[config.mk]
export PLATFORM = sky130hd
export DESIGN_NAME = p1v_reset_sequencer
export DESIGN_NICKNAME = d
export VERILOG_FILES = /design/src/rtl/p1v_reset_sequencer.sv
export SDC_FILE = /design/constraint.sdc
export NUM_CORES = 1
export LEC_CHECK = 0
export BUFFER_PORTS_ARGS = -buffer_cell sky130_fd_sc_hd__buf_2
export CORE_AREA = 2 2 83 69
export CTS_BUF_LIST = sky130_fd_sc_hd__clkbuf_4 sky130_fd_sc_hd__clkbuf_8 sky130_fd_sc_hd__clkbuf_16
export DETAILED_ROUTE_END_ITERATION = 12
export DIE_AREA = 0 0 85 71
export PLACE_DENSITY = 0.74
export SLEW_MARGIN = 10
export SYNTH_ARGS = -nofsm -noshare
export SYNTH_HDL_FRONTEND = slang
export SYNTH_SLANG_ARGS = --single-unit
export TNS_END_PERCENT = 20
[constraint.sdc]
create_clock -name clock_160 -period 4.65 [get_ports clock_160]
set_clock_uncertainty 0.05 [all_clocks]
set_input_delay 0.465 -clock clock_160 [delete_from_list [all_inputs] [get_ports clock_160]]
set_output_delay 0.465 -clock clock_160 [all_outputs]
set_load 0.01 [all_outputs]
[src/rtl/p1v_reset_sequencer.sv]
// p1v_reset_sequencer
// -------------------
// Owns the reset of the p1v core. The host RTS line, the board reset button
// and the clock-generator lock are merged into one registered, active-low
// core reset with a guaranteed minimum hold time. The block also records the
// cause of the last reset and counts how often a running core was reset.
//
// Ports:
//   clock_160   in   system clock, the only clock of the block
//   res         in   synchronous active-high block reset
//   locked      in   clock generator locked (asynchronous, synchronized here)
//   rts         in   host RTS line, active-low (asynchronous)
//   btn_n       in   board reset button, active-low, bouncy (asynchronous)
//   resn        out  registered active-low reset to p1v (inp_resn)
//   res_active  out  high whenever resn is low (status LED)
//   reset_cause out  last cause: 0 power-on/res, 1 rts, 2 button, 3 lock loss
//   reset_count out  resets of a running core, saturating at 255

module p1v_reset_sequencer #(
    parameter int HOLD_CYCLES     = 16000,
    parameter int DEBOUNCE_CYCLES = 1600000,
    parameter int CNT_W           = 24
) (
    input  logic       clock_160,
    input  logic       res,
    input  logic       locked,
    input  logic       rts,
    input  logic       btn_n,
    output logic       resn,
    output logic       res_active,
    output logic [1:0] reset_cause,
    output logic [7:0] reset_count
);

    localparam logic [1:0] ST_WAIT_LOCK = 2'd0;
    localparam logic [1:0] ST_ASSERT    = 2'd1;
    localparam logic [1:0] ST_HOLD      = 2'd2;
    localparam logic [1:0] ST_RUN       = 2'd3;

    localparam logic [1:0] CAUSE_RTS  = 2'd1;
    localparam logic [1:0] CAUSE_BTN  = 2'd2;
    localparam logic [1:0] CAUSE_LOCK = 2'd3;

    localparam logic [CNT_W-1:0] HOLD_LOAD = CNT_W'(HOLD_CYCLES - 1);
    localparam logic [CNT_W-1:0] DB_LAST   = CNT_W'(DEBOUNCE_CYCLES - 1);

    logic             rts_m, rts_s;
    logic             btn_m, btn_s;
    logic             lock_m, lock_s;
    logic             btn_db;
    logic [CNT_W-1:0] db_cnt;
    logic [CNT_W-1:0] hold_cnt;
    logic [CNT_W-1:0] hold_next;
    logic [1:0]       state;
    logic [1:0]       state_next;
    logic             lock_ok;
    logic             src_asserted;
    logic             leaving_active;
    logic             leaving_run;
    logic [1:0]       cause_next;

    // Two-flop synchronizers. RTS and button idle high so a reset of the
    // block never looks like a request; lock idles low so no hold can start
    // before the clock generator is seen locked.
    always_ff @(posedge clock_160) begin
        if (res) begin
            rts_m  <= 1'b1;
            rts_s  <= 1'b1;
            btn_m  <= 1'b1;
            btn_s  <= 1'b1;
            lock_m <= 1'b0;
            lock_s <= 1'b0;
        end else begin
            rts_m  <= rts;
            rts_s  <= rts_m;
            btn_m  <= btn_n;
            btn_s  <= btn_m;
            lock_m <= locked;
            lock_s <= lock_m;
        end
    end

    // Button debounce: the counter only runs while the synced button differs
    // from the debounced value, so any return to agreement throws away the
    // partial count and short bounces never reach the toggle point.
    always_ff @(posedge clock_160) begin
        if (res) begin
            btn_db <= 1'b1;
            db_cnt <= '0;
        end else if (btn_s == btn_db) begin
            db_cnt <= '0;
        end else if (db_cnt == DB_LAST) begin
            btn_db <= ~btn_db;
            db_cnt <= '0;
        end else begin
            db_cnt <= db_cnt + 1'b1;
        end
    end

    assign lock_ok      = lock_s;
    assign src_asserted = ~rts_s | ~btn_db;

    // Next-state logic. Lock loss always wins, then an asserted source, then
    // the hold countdown. Every entry into HOLD reloads the full hold time.
    always_comb begin
        state_next = state;
        hold_next  = hold_cnt;
        case (state)
            ST_WAIT_LOCK: begin
                if (lock_ok) begin
                    if (src_asserted) begin
                        state_next = ST_ASSERT;
                    end else begin
                        state_next = ST_HOLD;
                        hold_next  = HOLD_LOAD;
                    end
                end
            end
            ST_ASSERT: begin
                if (!lock_ok) begin
                    state_next = ST_WAIT_LOCK;
                end else if (!src_asserted) begin
                    state_next = ST_HOLD;
                    hold_next  = HOLD_LOAD;
                end
            end
            ST_HOLD: begin
                if (!lock_ok) begin
                    state_next = ST_WAIT_LOCK;
                end else if (src_asserted) begin
                    state_next = ST_ASSERT;
                end else if (hold_cnt == '0) begin
                    state_next = ST_RUN;
                end else begin
                    hold_next = hold_cnt - 1'b1;
                end
            end
            ST_RUN: begin
                if (!lock_ok) begin
                    state_next = ST_WAIT_LOCK;
                end else if (src_asserted) begin
                    state_next = ST_ASSERT;
                end
            end
            default: begin
                state_next = ST_WAIT_LOCK;
            end
        endcase
    end

    // The cause is only recorded when a running or releasing core is pulled
    // back into reset; lock loss dominates, then RTS, then the button.
    always_comb begin
        leaving_run    = (state == ST_RUN) &&
                         ((state_next == ST_ASSERT) || (state_next == ST_WAIT_LOCK));
        leaving_active = ((state == ST_RUN) || (state == ST_HOLD)) &&
                         ((state_next == ST_ASSERT) || (state_next == ST_WAIT_LOCK));
        if (!lock_ok) begin
            cause_next = CAUSE_LOCK;
        end else if (!rts_s) begin
            cause_next = CAUSE_RTS;
        end else begin
            cause_next = CAUSE_BTN;
        end
    end

    // State, hold counter and all outputs. resn is derived from the next
    // state so that it rises on the very edge that enters RUN and falls on
    // the edge that leaves it.
    always_ff @(posedge clock_160) begin
        if (res) begin
            state       <= ST_WAIT_LOCK;
            hold_cnt    <= '0;
            resn        <= 1'b0;
            res_active  <= 1'b1;
            reset_cause <= 2'd0;
            reset_count <= 8'd0;
        end else begin
            state      <= state_next;
            hold_cnt   <= hold_next;
            resn       <= (state_next == ST_RUN);
            res_active <= (state_next != ST_RUN);
            if (leaving_active) begin
                reset_cause <= cause_next;
            end
            if (leaving_run && (reset_count != 8'd255)) begin
                reset_count <= reset_count + 8'd1;
            end
        end
    end

endmodule

Yosys cells after proc, flatten, opt, wreduce, memory -nomap -nowiden --
Cells that the tools add are included.
Word-level totals: bits in registers 69, output and inout bits 12, bits of input ports 5
Operators by class: reduce and logical (&&, ||, !) cells 13, multiplexer cells 18, $add $sub $neg 3, bitwise logic cells 4, eq/ne operators 14
Operators by type and width (number):
- 2-to-1 mux 24 bit | 5
- case mux 24 bit (2 select lines) | 1
- adder 24 x 1 -> 24 bit (second input constant) | 1
- equality test 24 x 21 -> 1 bit (second input constant) | 1
- logical NOT 24 bit | 1
- subtractor 24 x 1 -> 24 bit (second input constant) | 1
- 2-to-1 mux 2 bit | 11
- != test 2 bit (second input constant) | 5
- adder 8 x 1 -> 8 bit (second input constant) | 1
- != test 8 bit (second input constant) | 1
- case mux 2 bit (4 select lines) | 1
- equality test 2 bit (second input constant) | 3
- AND reduction 6 bit | 1
- equality test 2 x 1 -> 1 bit (second input constant) | 2
- logical NOT 2 bit | 2
- logical AND 1 bit | 3
- NOT 1 bit | 3
- OR reduction 3 bit | 1
- logical OR 1 bit | 2
- != test 2 x 1 -> 1 bit (second input constant) | 1
- AND reduction 2 bit | 1
- nonzero test 2 bit | 1
- OR reduction 2 bit | 1
- equality test 1 bit | 1
- bitwise OR 1 bit | 1

Depth between registers and ports, before layout --
Gate-level depths: netlist of the first run.
depth in word-level cells 9, gate-level depth with buffers 8, gate-level depth less buffers 7

Least setup slack after synthesis of the first run --
No wires, ideal clock.
kind flip-flop to flip-flop, start point register hold_cnt[0], end point register hold_cnt[5], path slack 2.464 ns, library setup time 0.119 ns, cell stages (with the launch flop) 9, arrival time 2.018 ns, data required time 4.481 ns, path through dfxtp_1 inv_1 ha_1 nor3b_1 nand4_1 o21ai_1 buf_2 a21oi_1 o221a_2
On the way: longest elaborated chain between the ends 5, elaborated cells on any way between the ends 8, those cells by class 1 x add/sub; 1 x eq/ne; 4 x mux; 2 x reduce/logical
Ends and longest elaborated chain:
- from (decl) | RTL line 52 | logic [CNT_W-1:0] hold_cnt;
- from (signal assigned) | RTL line 180 | hold_cnt <= hold_next;
- subtractor 24 x 1 -> 24 bit | RTL line 135 | hold_next = hold_cnt - 1'b1;
- 2-to-1 mux 24 bit | RTL line 132 | end else if (hold_cnt == '0) begin
- 2-to-1 mux 24 bit | RTL line 130 | end else if (src_asserted) begin
- 2-to-1 mux 24 bit | RTL line 128 | if (!lock_ok) begin
- case mux 24 bit (2 select lines) | RTL line 108 | case (state)
Parallel ways exist; a longest one is shown, timed or not. The select of a mux whose other input is x is not followed. A chain may end at the register's enable or synchronous reset.

Worst setup path after layout of the first run --
Same ends and word-level chain as after synthesis.

==> key figures, run 1 <==
Synth
  • Post-synth top flop: dfxtp_1
  • Post-synthesis register bit count: 69
  • Synthesized instance count: 352
  • Register area share after synthesis: 45.1%
  • Ys async rst share: 0%
  • Syn Std Cell Area: 3060 um^2
  • Area contributors post-synth: dfxtp_1, nor2_1, xor2_1
  • Syn_area_per_cell: 8.71 um^2
  • Synth top area share: 45.1%
  • Number of enable flip-flop cells after synthesis: 0
  • Ys Warns: 0
  • Netlist cell types: 44
  • Syn nets: 360
  • Synth area leader: dfxtp_1

Power
  • PwrDens: 356 nW/um^2
  • Switching pwr: 0.000295 W
  • Switching Share: 24.5%
  • Pint: 0.000908 W
  • Peak VDD IR: 276 uV
  • Leak Pwr: 1.24 nW
  • Sequential Power Share: 51.4%
  • Comb pwr share: 8.7%
  • Clock network power share: 40.0%
  • Final Total Pwr: 0.00120 W

Timing
  • Final Hold Viols: 0
  • Slew Limit Headroom: 29.5%
  • # setup viols final: 0
  • Min Hold Slack: 243 ps
  • TNS Setup: 0 ps
  • Final Cycle Share: 59.2%
  • Fmax: 363 MHz
  • Fin. max-slew vios: 0
  • Worst Tran Pin Value: 1050 ps
  • Unrepaired setup endpoints after global routing: no
  • Final min period: 2750 ps

Critical path
  • CP cell instances: inv_1 -> ha_1 -> nor3b_1 -> nand4_1 -> o21ai_1 -> a21oi_1 -> o221a_2
  • Slowest stage delay, CP: 920 ps
  • Worst-path maximum fanout: 18
  • CP Capture Point: hold_cnt[5]$_SDFFE_PP0P_
  • Critical Path Source Type: register
  • R2r endpoint: hold_cnt[5]$_SDFFE_PP0P_
  • Req. time, crit path: 4850 ps
  • CP max stage cell: o21ai_1
  • Worst R2R Path Depth: 7
  • CP Capture Type: register
  • Crit path DAT: 2950 ps
  • RR Startpoint: hold_cnt[0]$_SDFFE_PP0P_
  • CP startpoint: hold_cnt[0]$_SDFFE_PP0P_
  • R2r setup slk: 1900 ps
  • Worst Setup Path Type: register to register

Clocking
  • Clock sink total: 69
  • Buffers inserted by post-CTS timing repair: 0
  • # hold bufs at CTS: 0
  • Clk buf depth: 2
  • CTS Buf Count: 9
  • Clock latency at the later pin of the worst-skew pair: 350 ps
  • CTS resizes: 0
  • CTS root buffer: clkbuf_8
  • Htree depth: 3
  • Clock slew at the register clock pins of the worst setup and hold paths: 70 ps
  • CTS tree: built

Cells and area
  • Post-route non-filler standard cell count: 437
  • N_diodes: 0
  • Area Growth Syn to Fin: 10.2%
  • Fraction of layout cells with a size suffix above 1: 11.3%
  • Final Net Count: 376

Detailed routing
  • Vias per cell: 5.72
  • DR iter-0 viols: 143
  • Wire per inst: 13.3 um
  • Total number of vias: 2499
  • Post-route ant nets: 0
  • First drt pass iteration count: 4
  • Detailed Route WL: 5.80 mm
  • # DRC: 0

GRT
  • Vias in the first global route: 2241
  • Total global routing overflow: 0
  • Gr usage total: 20.9%
  • Initial antenna violation count: 0
  • Largest net degree at the start of global routing: 31
  • First-pass GRT wire length: 10.2 mm

Placed design
  • Placed Cells: 422
  • Port Buffer Count: 16
  • Hpwl dp: 4.03 mm
  • Gpl congestion: 0.796

Floorplanning
  • Site row count: 24
  • Io pins: 17
  • Starting Density: 58.3%
  • Die area: 6040 um^2
  • Die width: 85 um
  • Die height: 71 um
  • Core area: 5260 um^2

Run
  • MaxCap Viol Count: 0

Hold path
  • Hold WC Path Type: input port to register

Status
  • Outcome: finished, final reports clean
[stage by stage]
stage                     worst slack (ps)  util (%)  instance area, um^2
final                                 1900      64.2                 3380
after floorplan                       2460         -                 3060
after global routing                  1430      64.2                 3380
after global placement                2040      60.5                 3180
after detailed placement              1950      60.5                 3180
after CTS                             1910      64.2                 3380
[state kept, by name, indices dropped and copies added (netlist names), 2 cells and up]
register and cells:
db_cnt 24, hold_cnt 24, reset_count 8, reset_cause 2
state 2
[kinds of logic (layout without fill, tap and decap cells)]
logic type	count (synthesis)	after routing	synth area share, %
flops	69	69	45.1
simple gates	165	165	27.8
buf+inv	23	43	2.90
xor+xnor	31	31	8.86
fa+ha+maj	3	3	1.23
compound gates	54	54	11.8
mux	7	7	2.29
[per-layer routing]
layer | track usage [%] | share of wire, % | up-vias
li1 | - | - | 1292
met1 | 27.9 | 50 | 1159
met2 | 31.6 | 45 | 38
met3 | 7.47 | 4.2 | 10
met4 | 7.41 | 1.3 | 0
met5 | 0 | 0 | -
[worst min-delay path by stage]
| stage | to | depth (start not counted) | startpoint | slack (ps) |
|---|---|---|---|---|
| after global placement | rts_s$_SDFF_PP1_ | 1 | rts_m$_SDFF_PP1_ | 340 |
| after global routing | rts_m$_SDFF_PP1_ | 2 | rts | 240 |
| after CTS | btn_m$_SDFF_PP1_ | 2 | btn_n | 230 |
| final | rts_m$_SDFF_PP1_ | 2 | rts | 240 |
| after floorplan | btn_s$_SDFF_PP1_ | 1 | btn_m$_SDFF_PP1_ | 340 |
| after detailed placement | rts_s$_SDFF_PP1_ | 1 | rts_m$_SDFF_PP1_ | 350 |
[worst max-delay path, delay by kind of cell (launching register included)]
| family | cells | cell delay [ps] |
|---|---|---|
| AO/OA/AOI/OAI | 3 | 1290 |
| AND/OR/NAND/NOR | 2 | 700 |
| flip-flops | 1 | 340 |
| adder cells (fa/ha/maj) | 1 | 190 |
| buffers and inverters | 1 | 70 |
[layout make-up]
type | instances | area [um^2]
fillers | 453 | 1880
multi-input cells | 260 | 1590
flip-flops and latches | 69 | 1380
clock buffers | 11 | 145
well taps | 65 | 81.3
repair buffers | 16 | 80.1
clock inverters | 4 | 48.8
inverters | 12 | 45.0
[power groups by stage]
stage | sequential, W | combinational [W] | clock (W)
6_report | 0.000618 | 0.000104 | 0.000481
5_1_grt | 0.000620 | 0.000119 | 0.000520
4_1_cts | 0.000617 | 0.000104 | 0.000496
3_5_place_dp | 0.000631 | 0.000104 | 0
3_3_place_gp | 0.000631 | 0.000102 | 0
2_1_floorplan | 0.000627 | 0.0000843 | 0
[synthesized netlist by cell type (all sizes together) (2+ instances only)]
| master | count |
|---|---|
| dfxtp | 69 |
| nor2 | 48 |
| nand2 | 25 |
| xor2 | 19 |
| a21oi | 17 |
| nand4 | 14 |
| nand3 | 13 |
| inv | 12 |
| xnor2 | 12 |
| nor4 | 11 |
| clkbuf | 9 |
| nor3 | 9 |
| o21ai | 9 |
| or3 | 9 |
| or4 | 8 |
| a311oi | 7 |
| mux2i | 7 |
| nand2b | 6 |
| or2 | 6 |
| and3 | 5 |
| o21a | 5 |
| a211oi | 4 |
| o31ai | 4 |
| ha | 3 |
| nor2b | 3 |
| a22o | 2 |
| and2 | 2 |
| and4 | 2 |
| buf | 2 |
[cell usage in the layout, fill, tap and decap left out, drive strengths merged, types with 11 or more instances in the layout]
cell type | synthesis | routed
a21oi | 17 | 17
buf | 2 | 16
nand3 | 13 | 13
clkbuf | 9 | 11
xnor2 | 12 | 12
xor2 | 19 | 19
nor4 | 11 | 11
nand4 | 14 | 14
inv | 12 | 12
nor2 | 48 | 48
dfxtp | 69 | 69
nand2 | 25 | 25
Power figures use the tool's default switching activity.
==> run 2, diff against run 1 <==
clock period = 2.79 ns   (was 4.65 ns; I/O delays follow)
==> run 2 against run 1 <==
Wire length rose by 2.1%. Non-clock buffer count rose by 4. Setup slack got worse by 1400 ps. Critical path depth did not move. Critical endpoint is now state[0]$_SDFF_PP0_. Sequential cell count did not move. Sequential power rose by 67%. Clock power rose by 110%. Combinational power rose by 68%. Die area did not move. Sequential share of layout area fell by 1.0 points. Largest cell class unchanged.
==> key figures, run 2 (synthesis results as in run 1) <==
Timing
  • Unrepaired setup endpoints after global routing: no
  • Final Hold Viols: 0 (unchanged)
  • Final Cycle Share: 81.4% (+22 points)
  • # setup viols final: 0 (unchanged)
  • Worst Tran Pin Value: 643 ps (-405 ps)
  • Final worst slack: 518 ps (-1380 ps)
  • TNS Setup: 0 ps (unchanged)
  • Final min period: 2270 ps (-480 ps)
  • Fin. max-slew vios: 0 (unchanged)
  • Slew Limit Headroom: 56.9% (+27 points)
  • Fmax: 440 MHz (+21%)

Floorplanning
  • Io pins: 17 (unchanged)
  • Die area: 6040 um^2 (unchanged)
  • Starting Density: 58.3% (unchanged)
  • Die width: 85 um (unchanged)
  • Site row count: 24 (unchanged)
  • Die height: 71 um (unchanged)
  • Core area: 5260 um^2 (unchanged)

GRT
  • Largest net degree at the start of global routing: 31 (unchanged)
  • Gr usage total: 21.3% (+0.37 points)
  • Initial antenna violation count: 0 (unchanged)
  • Total global routing overflow: 0 (unchanged)
  • Vias in the first global route: 2237 (-0.18%)
  • First-pass GRT wire length: 10.2 mm (+0.55%)

Clocking
  • CTS root buffer: clkbuf_8
  • Clock sink total: 69 (unchanged)
  • Clk buf depth: 2 (unchanged)
  • CTS resizes: 0 (unchanged)
  • CTS Buf Count: 9 (unchanged)
  • # hold bufs at CTS: 0 (unchanged)
  • Htree depth: 3 (unchanged)
  • Clock slew at the register clock pins of the worst setup and hold paths: 80 ps (about the same)
  • CTS tree: built
  • Clock latency at the later pin of the worst-skew pair: 350 ps (about the same)
  • Buffers inserted by post-CTS timing repair: 0 (unchanged)

Detailed routing
  • Total number of vias: 2506 (+0.28%)
  • Vias per cell: 5.67 (-0.85%)
  • Post-route ant nets: 0 (unchanged)
  • DR iter-0 viols: 175 (+22%)
  • # DRC: 0 (unchanged)
  • Detailed Route WL: 5.92 mm (+2.1%)
  • First drt pass iteration count: 4 (unchanged)
  • Wire per inst: 13.4 um (+0.98%)

Cells and area
  • Fill count: 430 (-5.1%)
  • Top Registers: db_cnt (24), hold_cnt (24), reset_count (8)
  • Fraction of layout cells with a size suffix above 1: 12.5% (+1.2 points)
  • Design area: 3460 um^2 (+2.6%)
  • Final Net Count: 380 (+1.1%)
  • Final Util: 65.9% (+1.7 points)
  • N_diodes: 0 (unchanged)
  • Most frequent cells in the layout: dfxtp_1, nor2_1, nand2_1, xor2_1, a21oi_1
  • Area Growth Syn to Fin: 13.1%
  • Commonest non-fill, non-tap cell in the layout: dfxtp_1

Run
  • MaxCap Viol Count: 0 (unchanged)

Placed design
  • Placed cell area: 3210 um^2 (+0.94%)
  • Gpl congestion: 0.802 (+0.79%)
  • Pre-CTS WS: 522 ps (-1420 ps)
  • Hpwl dp: 4.10 mm (+1.8%)
  • Port Buffer Count: 16 (unchanged)

Critical path
  • Critical Path Source Type: register
  • CP Capture Type: register
  • Worst-path maximum fanout: 9 (-9)
  • Crit path DAT: 2480 ps (-470 ps)
  • Worst Setup Path Type: register to register
  • Req. time, crit path: 3000 ps (-1850 ps)

Power
  • Leak Pwr: 1.29 nW (+3.5%)
  • PwrDens: 637 nW/um^2 (+79%)
  • Peak VDD IR: 488 uV (+77%)

Hold path
  • Hold WC Path Type: input port to register

Status
  • Outcome: finished, final reports clean
[run 2: metrics by stage]
step,total power [W],std cells,hold WS (ps)
2_1_floorplan,0.00119,352,333
3_3_place_gp,0.00122,426,341
3_5_place_dp,0.00122,426,348
4_1_cts,0.00223,442,38.2
5_1_grt,0.00230,442,40.8
6_report,0.00221,442,51.4
[run 2: power by group]
part	total, W	leakage (nW)	internal, W	switching (W)
logic	0.000175	0.602	0.0000680	0.000107
registers	0.00103	0.559	0.00101	0.0000236
clock network	0.00100	0.127	0.000631	0.000372
[run 2: worst paths after layout]
| check | from | depth (start not counted) | endpoint | slack [ps] |
|---|---|---|---|---|
| setup / recovery | hold_cnt[0]$_SDFFE_PP0P_ | 7 | state[0]$_SDFF_PP0_ | 520 |
| hold / removal | btn_n | 2 | btn_m$_SDFF_PP1_ | 50 |
| setup reg to reg | hold_cnt[0]$_SDFFE_PP0P_ | 7 | state[0]$_SDFF_PP0_ | 520 |
| hold reg to reg | rts_m$_SDFF_PP1_ | 1 | rts_s$_SDFF_PP1_ | 360 |
[run 2: critical path: stages (launching register included)]
cell and delay (ps):
dfxtp_1 340, inv_1 70, ha_1 180, nor3b_1 310
nand4_1 380, o21bai_1 400, nand2_1 150, a311oi_1 290
[run 2: layer usage]
layer / vias up / GRT usage [%] / part of all wire, %
li1: 1296 / - / -
met1: 1155 / 28.6 / 50
met2: 46 / 31.0 / 45
met3: 9 / 9.80 / 4.1
met4: 0 / 6.17 / 1.1
met5: - / 0 / 0
[run 2: layout make-up]
cell class | instances | area, um^2 | share of cell area, %
Multi-Input combinational cell | 260 | 1590 | 46.0
Timing Repair Buffer | 20 | 110 | 3.18
Clock buffer | 11 | 145 | 4.19
Tap cell | 65 | 81.3 | 2.35
Inverter | 12 | 45.0 | 1.30
Clock inverter | 5 | 108 | 3.11
Sequential cell | 69 | 1380 | 39.9
